**src/rtl/pq_scheduler.sv**
```systemverilog
// pq_scheduler: arbitrates push/pop requests from NREQ requesters onto a single
// priority queue (pqueue) and can drain that queue on demand.
//
// Each accepted request takes three cycles:
//   IDLE  (T)   round-robin grant, req_ready[winner] combinational,
//               rejection decided from pq_full / pq_empty
//   ISSUE (T+1) registered pq_cmd / pq_in drive the pqueue, pop captures head
//   RESP  (T+2) one-cycle rsp_valid[winner] with rsp_err / rsp_data
// FLUSH pops every cycle until pq_empty is seen, then pulses flush_done.
//
// Ports
//   clock, reset_n           rising-edge clock, synchronous active-low reset
//   req_valid/req_op/req_data per-requester request (op 0 = PUSH, 1 = POP)
//   req_ready                one-hot grant (combinational, IDLE only)
//   rsp_valid/rsp_data/rsp_err one-cycle response for the granted requester
//   flush, flush_done        drain request (honoured in IDLE) and completion pulse
//   pq_cmd, pq_in            registered pqueue command (NOOP/PUSH/POP) and data
//   pq_out, pq_full, pq_empty pqueue head value and status
module pq_scheduler #(
   parameter int N    = 6,
   parameter int W    = $clog2(N),
   parameter int NREQ = 3
) (
   input  logic              clock,
   input  logic              reset_n,
   input  logic [NREQ-1:0]   req_valid,
   input  logic [NREQ-1:0]   req_op,
   input  logic [NREQ*W-1:0] req_data,
   output logic [NREQ-1:0]   req_ready,
   output logic [NREQ-1:0]   rsp_valid,
   output logic [W-1:0]      rsp_data,
   output logic              rsp_err,
   input  logic              flush,
   output logic              flush_done,
   output logic [1:0]        pq_cmd,
   output logic [W-1:0]      pq_in,
   input  logic [W-1:0]      pq_out,
   input  logic              pq_full,
   input  logic              pq_empty
);

   localparam int IW = (NREQ > 1) ? $clog2(NREQ) : 1;

   localparam logic [1:0] CMD_NOOP = 2'd0;
   localparam logic [1:0] CMD_PUSH = 2'd1;
   localparam logic [1:0] CMD_POP  = 2'd2;

   typedef enum logic [1:0] {
      IDLE  = 2'd0,
      ISSUE = 2'd1,
      RESP  = 2'd2,
      FLUSH = 2'd3
   } state_t;

   // registered state
   state_t          state_r;
   logic [IW-1:0]   ptr_r;
   logic [IW-1:0]   win_r;
   logic            op_r;
   logic            err_r;
   logic [1:0]      pq_cmd_r;
   logic [W-1:0]    pq_in_r;
   logic [NREQ-1:0] rsp_valid_r;
   logic [W-1:0]    rsp_data_r;
   logic            rsp_err_r;

   // next-state values
   state_t          state_nx_s;
   logic [IW-1:0]   ptr_nx_s;
   logic [IW-1:0]   win_nx_s;
   logic            op_nx_s;
   logic            err_nx_s;
   logic [1:0]      pq_cmd_nx_s;
   logic [W-1:0]    pq_in_nx_s;
   logic [NREQ-1:0] rsp_valid_nx_s;
   logic [W-1:0]    rsp_data_nx_s;
   logic            rsp_err_nx_s;

   // arbiter results
   logic            found_s;
   logic [IW-1:0]   winner_s;
   logic [IW-1:0]   idx_s;
   logic [IW:0]     sum_s;
   logic [W-1:0]    win_data_s;
   logic            reject_s;
   logic [NREQ-1:0] req_ready_s;
   logic            flush_done_s;

   // Round-robin search: first valid requester at or after ptr_r, wrapping
   always_comb begin
      found_s    = 1'b0;
      winner_s   = '0;
      idx_s      = '0;
      sum_s      = '0;
      win_data_s = '0;
      for (int k = 0; k < NREQ; k++) begin
         sum_s = {1'b0, ptr_r} + (IW+1)'(k);
         if (sum_s >= (IW+1)'(NREQ)) begin
            sum_s = sum_s - (IW+1)'(NREQ);
         end else begin
            sum_s = sum_s;
         end
         idx_s = sum_s[IW-1:0];
         if (!found_s && req_valid[idx_s]) begin
            found_s  = 1'b1;
            winner_s = idx_s;
         end else begin
            found_s  = found_s;
         end
      end
      for (int i = 0; i < NREQ; i++) begin
         if (winner_s == IW'(i)) begin
            win_data_s = req_data[i*W +: W];
         end else begin
            win_data_s = win_data_s;
         end
      end
   end

   // Next-state and output decode; pqueue command defaults to NOOP/0 so that
   // only the grant and flush paths can ever schedule a PUSH or POP
   always_comb begin
      state_nx_s     = state_r;
      ptr_nx_s       = ptr_r;
      win_nx_s       = win_r;
      op_nx_s        = op_r;
      err_nx_s       = err_r;
      pq_cmd_nx_s    = CMD_NOOP;
      pq_in_nx_s     = '0;
      rsp_valid_nx_s = '0;
      rsp_data_nx_s  = '0;
      rsp_err_nx_s   = 1'b0;
      req_ready_s    = '0;
      flush_done_s   = 1'b0;
      reject_s       = 1'b0;

      case (state_r)
         IDLE: begin
            if (flush) begin
               // flush wins over requests; the first POP is issued blindly,
               // an extra pop on an empty queue is harmless
               state_nx_s  = FLUSH;
               pq_cmd_nx_s = CMD_POP;
            end else if (found_s) begin
               req_ready_s[winner_s] = 1'b1;
               win_nx_s = winner_s;
               op_nx_s  = req_op[winner_s];
               if (winner_s == IW'(NREQ-1)) begin
                  ptr_nx_s = '0;
               end else begin
                  ptr_nx_s = winner_s + IW'(1);
               end
               reject_s = req_op[winner_s] ? pq_empty : pq_full;
               err_nx_s = reject_s;
               if (reject_s) begin
                  pq_cmd_nx_s = CMD_NOOP;
               end else if (req_op[winner_s]) begin
                  pq_cmd_nx_s = CMD_POP;
               end else begin
                  pq_cmd_nx_s = CMD_PUSH;
                  pq_in_nx_s  = win_data_s;
               end
               state_nx_s = ISSUE;
            end else begin
               state_nx_s = IDLE;
            end
         end
         ISSUE: begin
            // pq_out still shows the head before this cycle's pop lands
            rsp_valid_nx_s[win_r] = 1'b1;
            rsp_err_nx_s = err_r;
            if (op_r && !err_r) begin
               rsp_data_nx_s = pq_out;
            end else begin
               rsp_data_nx_s = '0;
            end
            state_nx_s = RESP;
         end
         RESP: begin
            state_nx_s = IDLE;
         end
         FLUSH: begin
            if (pq_empty) begin
               flush_done_s = 1'b1;
               state_nx_s   = IDLE;
            end else begin
               pq_cmd_nx_s  = CMD_POP;
            end
         end
         default: begin
            state_nx_s = IDLE;
         end
      endcase
   end

   // State and registered outputs, synchronous active-low reset
   always_ff @(posedge clock) begin
      if (!reset_n) begin
         state_r     <= IDLE;
         ptr_r       <= '0;
         win_r       <= '0;
         op_r        <= 1'b0;
         err_r       <= 1'b0;
         pq_cmd_r    <= CMD_NOOP;
         pq_in_r     <= '0;
         rsp_valid_r <= '0;
         rsp_data_r  <= '0;
         rsp_err_r   <= 1'b0;
      end else begin
         state_r     <= state_nx_s;
         ptr_r       <= ptr_nx_s;
         win_r       <= win_nx_s;
         op_r        <= op_nx_s;
         err_r       <= err_nx_s;
         pq_cmd_r    <= pq_cmd_nx_s;
         pq_in_r     <= pq_in_nx_s;
         rsp_valid_r <= rsp_valid_nx_s;
         rsp_data_r  <= rsp_data_nx_s;
         rsp_err_r   <= rsp_err_nx_s;
      end
   end

   // grant and flush_done are combinational, so hold them low while in reset
   assign req_ready  = req_ready_s & {NREQ{reset_n}};
   assign flush_done = flush_done_s & reset_n;
   assign rsp_valid  = rsp_valid_r;
   assign rsp_data   = rsp_data_r;
   assign rsp_err    = rsp_err_r;
   assign pq_cmd     = pq_cmd_r;
   assign pq_in      = pq_in_r;

endmodule

```
**config.mk**
```make
export PLATFORM = sky130hd
export DESIGN_NAME = pq_scheduler
export DESIGN_NICKNAME = d
export VERILOG_FILES = /design/src/rtl/pq_scheduler.sv
export SDC_FILE = /design/constraint.sdc
export NUM_CORES = 1
export LEC_CHECK = 0
export CORE_MARGIN = 2
export CORE_UTILIZATION = 47
export CTS_CLUSTER_SIZE = 28
export DETAILED_ROUTE_END_ITERATION = 8
export MAX_ROUTING_LAYER = met4
export PLACE_DENSITY = 0.92
export REMOVE_ABC_BUFFERS = 1
export SLEW_MARGIN = 5
export SYNTH_ARGS = -nofsm -noshare
export SYNTH_HDL_FRONTEND = slang
export SYNTH_SLANG_ARGS = --single-unit
```
**constraint.sdc**
```tcl
create_clock -name clock -period 7.4 [get_ports clock]
set_input_delay 1.11 -clock clock [delete_from_list [all_inputs] [get_ports clock]]
set_output_delay 1.11 -clock clock [all_outputs]
set_load 0.03 [all_outputs]
```
# After elaboration in Yosys (flattened, before gate mapping)
# Index checks and enable logic that the tools add are counted.
# W data, S select, Z words.
[totals] register_bits=20 ramBits=0 in_bits=23 memories=0 latch_bits=0 word_cells=93 out_inout_bits=16 mem_bits_ro=0
[classes] n_reduce_logical=14 mul=0 shifts=0 muxes=41 eq_ne=6 addsub=6 bitwise=6 order_cmp=10 div_mod_pow=0
[ops] op="$mux W2" count=14
[ops] op="$mux W3" count=6
[ops] op="$lt A2 B3 Y1 const B" count=5
[ops] op="$mux W1" count=13
[ops] op="$bmux W1 S2" count=4
[ops] op="$pmux W2 S4" count=1
[ops] op="$eq A2 B2 Y1 const B" count=3
[ops] op="$ge A3 B2 Y1 const B" count=2
[ops] op="$reduce_and A3 Y1" count=2
[ops] op="$reduce_or A6 Y1" count=1
[ops] op="$sub A2 B2 Y2 const B" count=3
[ops] op="$logic_and A1 B1 Y1" count=5
[ops] op="$demux W1 S2" count=2
[ops] op="$eq A2 B1 Y1 const B" count=2
[ops] op="$ge A2 B1 Y1 const B" count=2
[ops] op="$logic_not A2 Y1" count=2
[ops] op="$not A1 Y1" count=4
[ops] op="$pmux W2 S2" count=1
[ops] op="$add A2 B1 Y3 const B" count=1
[ops] op="$add A2 B2 Y3 const B" count=1
[ops] op="$and A3 B3 Y3" count=1
[ops] op="$logic_not A1 Y1" count=3
[ops] op="$add A2 B1 Y2 const B" count=1
[ops] op="$ge A2 B2 Y1 const B" count=1
[ops] op="3 further kinds" count=3

# Depth between registers and ports, before layout
[logic_depth] ltp_word=19 depth_mapped=10 mapped_depth_nobuf=9

# Least setup slack after synthesis
# Ideal clock, no wire load.
[synth_timing] path_kind="input-to-output" startpoint="in req_valid[2]" endpoint="out req_ready[0]" n_path_buf=0 cell_stages=5 path_slack_ns=3.725 required_ns=6.290 t_arrival_ns=2.565 path_cell_list="mux2i_1 nor2_1 a2111oi_4 nor3b_2 nor3_1"
[synth_via] elab_chain_len=17 elab_cells_between_ends=25 classes_between="2 x order compare; 17 x mux; 1 x bitwise; 5 x reduce/logical"
[synth_rtl] item="start: declaration" line="26" source="input logic [NREQ-1:0] req_valid,"
[synth_rtl] item="$bmux W1 S2" line="104" source="if (!found_s && req_valid[idx_s]) begin"
[synth_rtl] item="$mux W1 (implied by the code)" line="104"
[synth_rtl] item="$mux W1" line="104"
[synth_rtl] item="$logic_not A1 Y1" line="104"
[synth_rtl] item="$logic_and A1 B1 Y1" line="104"
[synth_rtl] item="$mux W1" line="104"
[synth_rtl] item="$logic_not A1 Y1" line="104"
[synth_rtl] item="$logic_and A1 B1 Y1" line="104"
[synth_rtl] item="$mux W2" line="104"
[synth_rtl] item="$lt A2 B3 Y1 (implied by the code) / $ge A2 B1 Y1 (equally long branches)" line="145" source="req_ready_s[winner_s] = 1'b1;"
[synth_rtl] item="$logic_and A1 B1 Y1 (implied by the code)" line="145"
[synth_rtl] item="$mux W1 (implied by the code)" line="145"
[synth_rtl] item="$demux W1 S2" line="145"
[synth_rtl] item="$mux W3 *" line="144" source="end else if (found_s) begin"
[synth_rtl] item="$mux W3 *" line="139" source="if (flush) begin"
[synth_rtl] item="$mux W3 *" line="137" source="case (state_r)"
[synth_rtl] item="$and A3 B3 Y3 *" line="224" source="assign req_ready = req_ready_s & {NREQ{reset_n}};"
[synth_rtl] item="end: declaration" line="29" source="output logic [NREQ-1:0] req_ready,"
# Mark *: on every way between the ends. The rest lies on a longest branch, timed or not. The select of a mux whose other input is x is not followed.

# Final worst setup path
[layout_timing] startpoint="in req_valid[0]" endpoint="out req_ready[1]"
# Same word-level chain as after synthesis.

==> flow_summary_export.csv <==
group,metric,value,unit
timing,setup_viol,0,
die,dieWidth,52.0,µm
clock_network,cts_tree,"done",
worst_setup_path,worst-path-buf-inv,2,
worst_setup_path,cpMostUsedCell,"clkdlybuf4s50_1",
final_layout,insertedDiodeCount,0,
placement,place_area,1490,µm²
timing,fin_setup_tns,0,ns
clock_network,cts_setup_buffers,0,
synth,synth_top_family_by_area,"simple AND/OR/NAND/NOR gates",
clock_network,ctsHoldBuffers,0,
die,initial_core_util,0.495,
synth,syn_area_per_cell,9.26,µm²
timing,finalMaxSlewViolations,0,
synth,syn_area,1080,µm²
die,dieHeight,52.0,µm
power_and_ir_drop,power.internal,0.269,mW
worst_hold_path,hp-class,"flip-flop to flip-flop",
timing,max_freq,0.212,GHz
power_and_ir_drop,p_switching,0.171,mW
status,status,"finished clean",
clock_network,cts_resized,0,
clock_network,clock_sinks,20,
synth,synth_xor_xnor_area_share,0,
route,vias_per_cell,5.58,
clock_network,htreeDepth,1,
final_layout,final_cell_mix,"clkdlybuf4s50_1 (38), dfxtp_1 (20), nand2_1 (12)",
power_and_ir_drop,power_leakage,0.634,nW
final_layout,layout_commonest_cell,"clkdlybuf4s50_1",
final_layout,stdcell_area,1540,µm²
worst_setup_path,critPathKind,"input port to output port",
synth,synth_compound_area_frac,0.218,
clock_network,cts_made_buffers,3,
die,ioPinCount,39,
clock_network,path_clk_slew,0.12,ns
worst_setup_path,critPathRequiredTime,6.29,ns
final_layout,drive_above_1_share,0.0823,
placement,gp_congestion,0.803,
grt,grt_pass1_vias,949,
power_and_ir_drop,power,0.439,mW
worst_setup_path,cp_top_family,"buffers and inverters",
worst_setup_path,arrival,3.60,ns
synth,synth_seq_area_share,0.370,
grt,gr-total-overflow,0,
timing,rsz0062_at_grt,"no",
route,initialDrtViolationCount,16,
worst_setup_path,startpoint,"req_valid[0]",
worst_setup_path,cpPeakStageDelay,0.68,ns
synth,synth-simple-area-share,0.241,
synth,synthMuxAreaShare,0.0473,
route,drc,0,
placement,port-buffer-count,38,
route,dr.pass1.iters,5,
worst_setup_path,cpMaxStageDelayCell,"clkdlybuf4s50_1",
route,ant_nets,0,
worst_setup_path,cp_cell_sequence,"clkdlybuf4s50_1 -> mux2i_1 -> o21ai_2 -> a2111oi_4 -> nor3b_2 -> and3_1 -> clkdlybuf4s50_1",
grt,grt_usage,0.220,
synth,ys_ff_latch,20,
clock_network,clkLatencyLatePin,0.30,ns
clock_network,clock-root-buffer,"clkbuf_4",
placement,dp.final_hpwl,2.06,mm
timing,timing.final.crit_share,0.637,
timing,tightest_slew,0.493,ns
power_and_ir_drop,p_per_area,285,nW/µm²
power_and_ir_drop,combinationalPowerShare,0.491,
power_and_ir_drop,seqPwrFrac,0.305,
worst_hold_path,min_from,"win_r[1]$_SDFFE_PN0P_",
synth,synth_fa_ha_area_frac,0.0924,
job,maxCapViolations,0,
die,fp.coreArea,2190,µm²
synth,ys_types,36,
clock_network,cts_buffer_depth,2,
die,rows,17,
synth,syn_inst,117,
timing,clock_skew,0.00275,ns
power_and_ir_drop,clkPwrFrac,0.204,
grt,grt_antenna_before_repair,0,
grt,grt_pass1_wl,4.27,mm
worst_setup_path,timing.rr.start,"ptr_r[0]$_SDFFE_PN0P_",
route,routedWlPerCell,14.4,µm
route,routed_wirelength,2.68,mm
timing,fin_crit,4.71,ns
worst_setup_path,end_kind,"output port",
timing,relSlewSlack,0.670,
worst_setup_path,worst_setup_path_start_kind,"input port",
die,die-area,2710,µm²
final_layout,n_fill_cell,158,
final_layout,syn_to_final_growth,42.5,%
timing,hold_violations,0,
final_layout,nets,190,
power_and_ir_drop,p_sw_frac,0.388,
synth,yosysWarnings,0,
power_and_ir_drop,peakVddDrop,0.000189,V
worst_setup_path,cp_max_fo,8,
route,num_vias,1038,
grt,grt_max_degree,13,
## power groups by stage
stage	registers (mW)	clock network, mW	logic [mW]
final	0.134	0.0896	0.216
after global routing	0.137	0.0944	0.234
after CTS	0.134	0.0910	0.213
after detailed placement	0.136	0	0.210
after global placement	0.135	0	0.201
after floorplan	0.143	0	0.145
## worst paths after layout
check                                 end  slack (ns)  depth (start not counted)
hold reg to reg   rsp_valid[1]$_SDFF_PN0_        0.49                          1
setup / recovery             req_ready[1]        2.69                          7
hold / removal    rsp_valid[1]$_SDFF_PN0_        0.49                          1
setup reg to reg       err_r$_SDFFE_PN0P_        4.59                          9
## metrics by stage
step	util	hold WS, ns	setup WS [ns]	cells
2_1_floorplan	-	0.417	3.72	116
3_3_place_gp	0.681	0.435	2.82	182
3_5_place_dp	0.681	0.470	2.72	182
4_1_cts	0.705	0.488	2.71	186
5_1_grt	0.705	0.514	2.55	186
6_report	0.705	0.491	2.69	186
## flip-flops by register name, indices dropped and copies added, names as in the netlist
register and count:
pq_in 3, rsp_data 3, rsp_valid 3, pq_cmd 2, ptr_r 2, state_r 2
win_r 2, err_r 1, op_r 1, rsp_err 1
## final cells by class
type,count,area [µm²],share of cell area
clock buffers,3,22.5,0.0146
multi-input cells,89,649,0.421
repair buffers,38,380,0.246
clock inverters,1,30.0,0.0194
flip-flops and latches,20,400,0.259
inverters,7,26.3,0.0170
well taps,28,35.0,0.0227
## cell families after synthesis
kind of cell | after synthesis
multiplexers | 5
buffers and inverters | 8
AND/OR/NAND/NOR | 47
adder cells (fa/ha/maj) | 8
AO/OA/AOI/OAI | 29
flip-flops | 20
## Yosys cell counts
cell type   n  share of area
nor2b_1     5          0.029
a311oi_1    2          0.016
o311ai_0    1         0.0081
nand3_1     2         0.0092
buf_4       1         0.0069
nor2_1      8          0.028
nor3b_1     4          0.028
o21ai_0     4          0.018
o22ai_1     1         0.0058
a21o_1      4          0.028
a211oi_1    1         0.0069
nor3_1      2         0.0092
nand3b_1    2          0.014
o21ai_2     1         0.0081
or4b_1      1         0.0092
o311ai_1    1         0.0081
a21oi_2     3          0.024
a22oi_1     3          0.021
nand4_1     1         0.0058
a21oi_1     1         0.0046
mux2i_1     4          0.037
a22o_1      1         0.0081
o211a_1     1         0.0092
nor3b_2     1          0.012
inv_1       7          0.024
o32a_2      1          0.010
dfxtp_1    20           0.37
and3_1      4          0.023
a21boi_0    1         0.0069
o21ai_1     2         0.0092
ha_1        8          0.092
mux2_2      1          0.010
nand2_1    12          0.042
a2111oi_4   1          0.025
and2_1      4          0.023
or4_4       1          0.010
## layer usage
layer / vias up / track usage / part of all wire
li1: 505 / - / -
met1: 484 / 0.262 / 0.41
met2: 43 / 0.369 / 0.51
met3: 6 / 0.0431 / 0.045
met4: 0 / 0.0746 / 0.026
met5: - / - / 0
(Power assumes the default switching activity.)
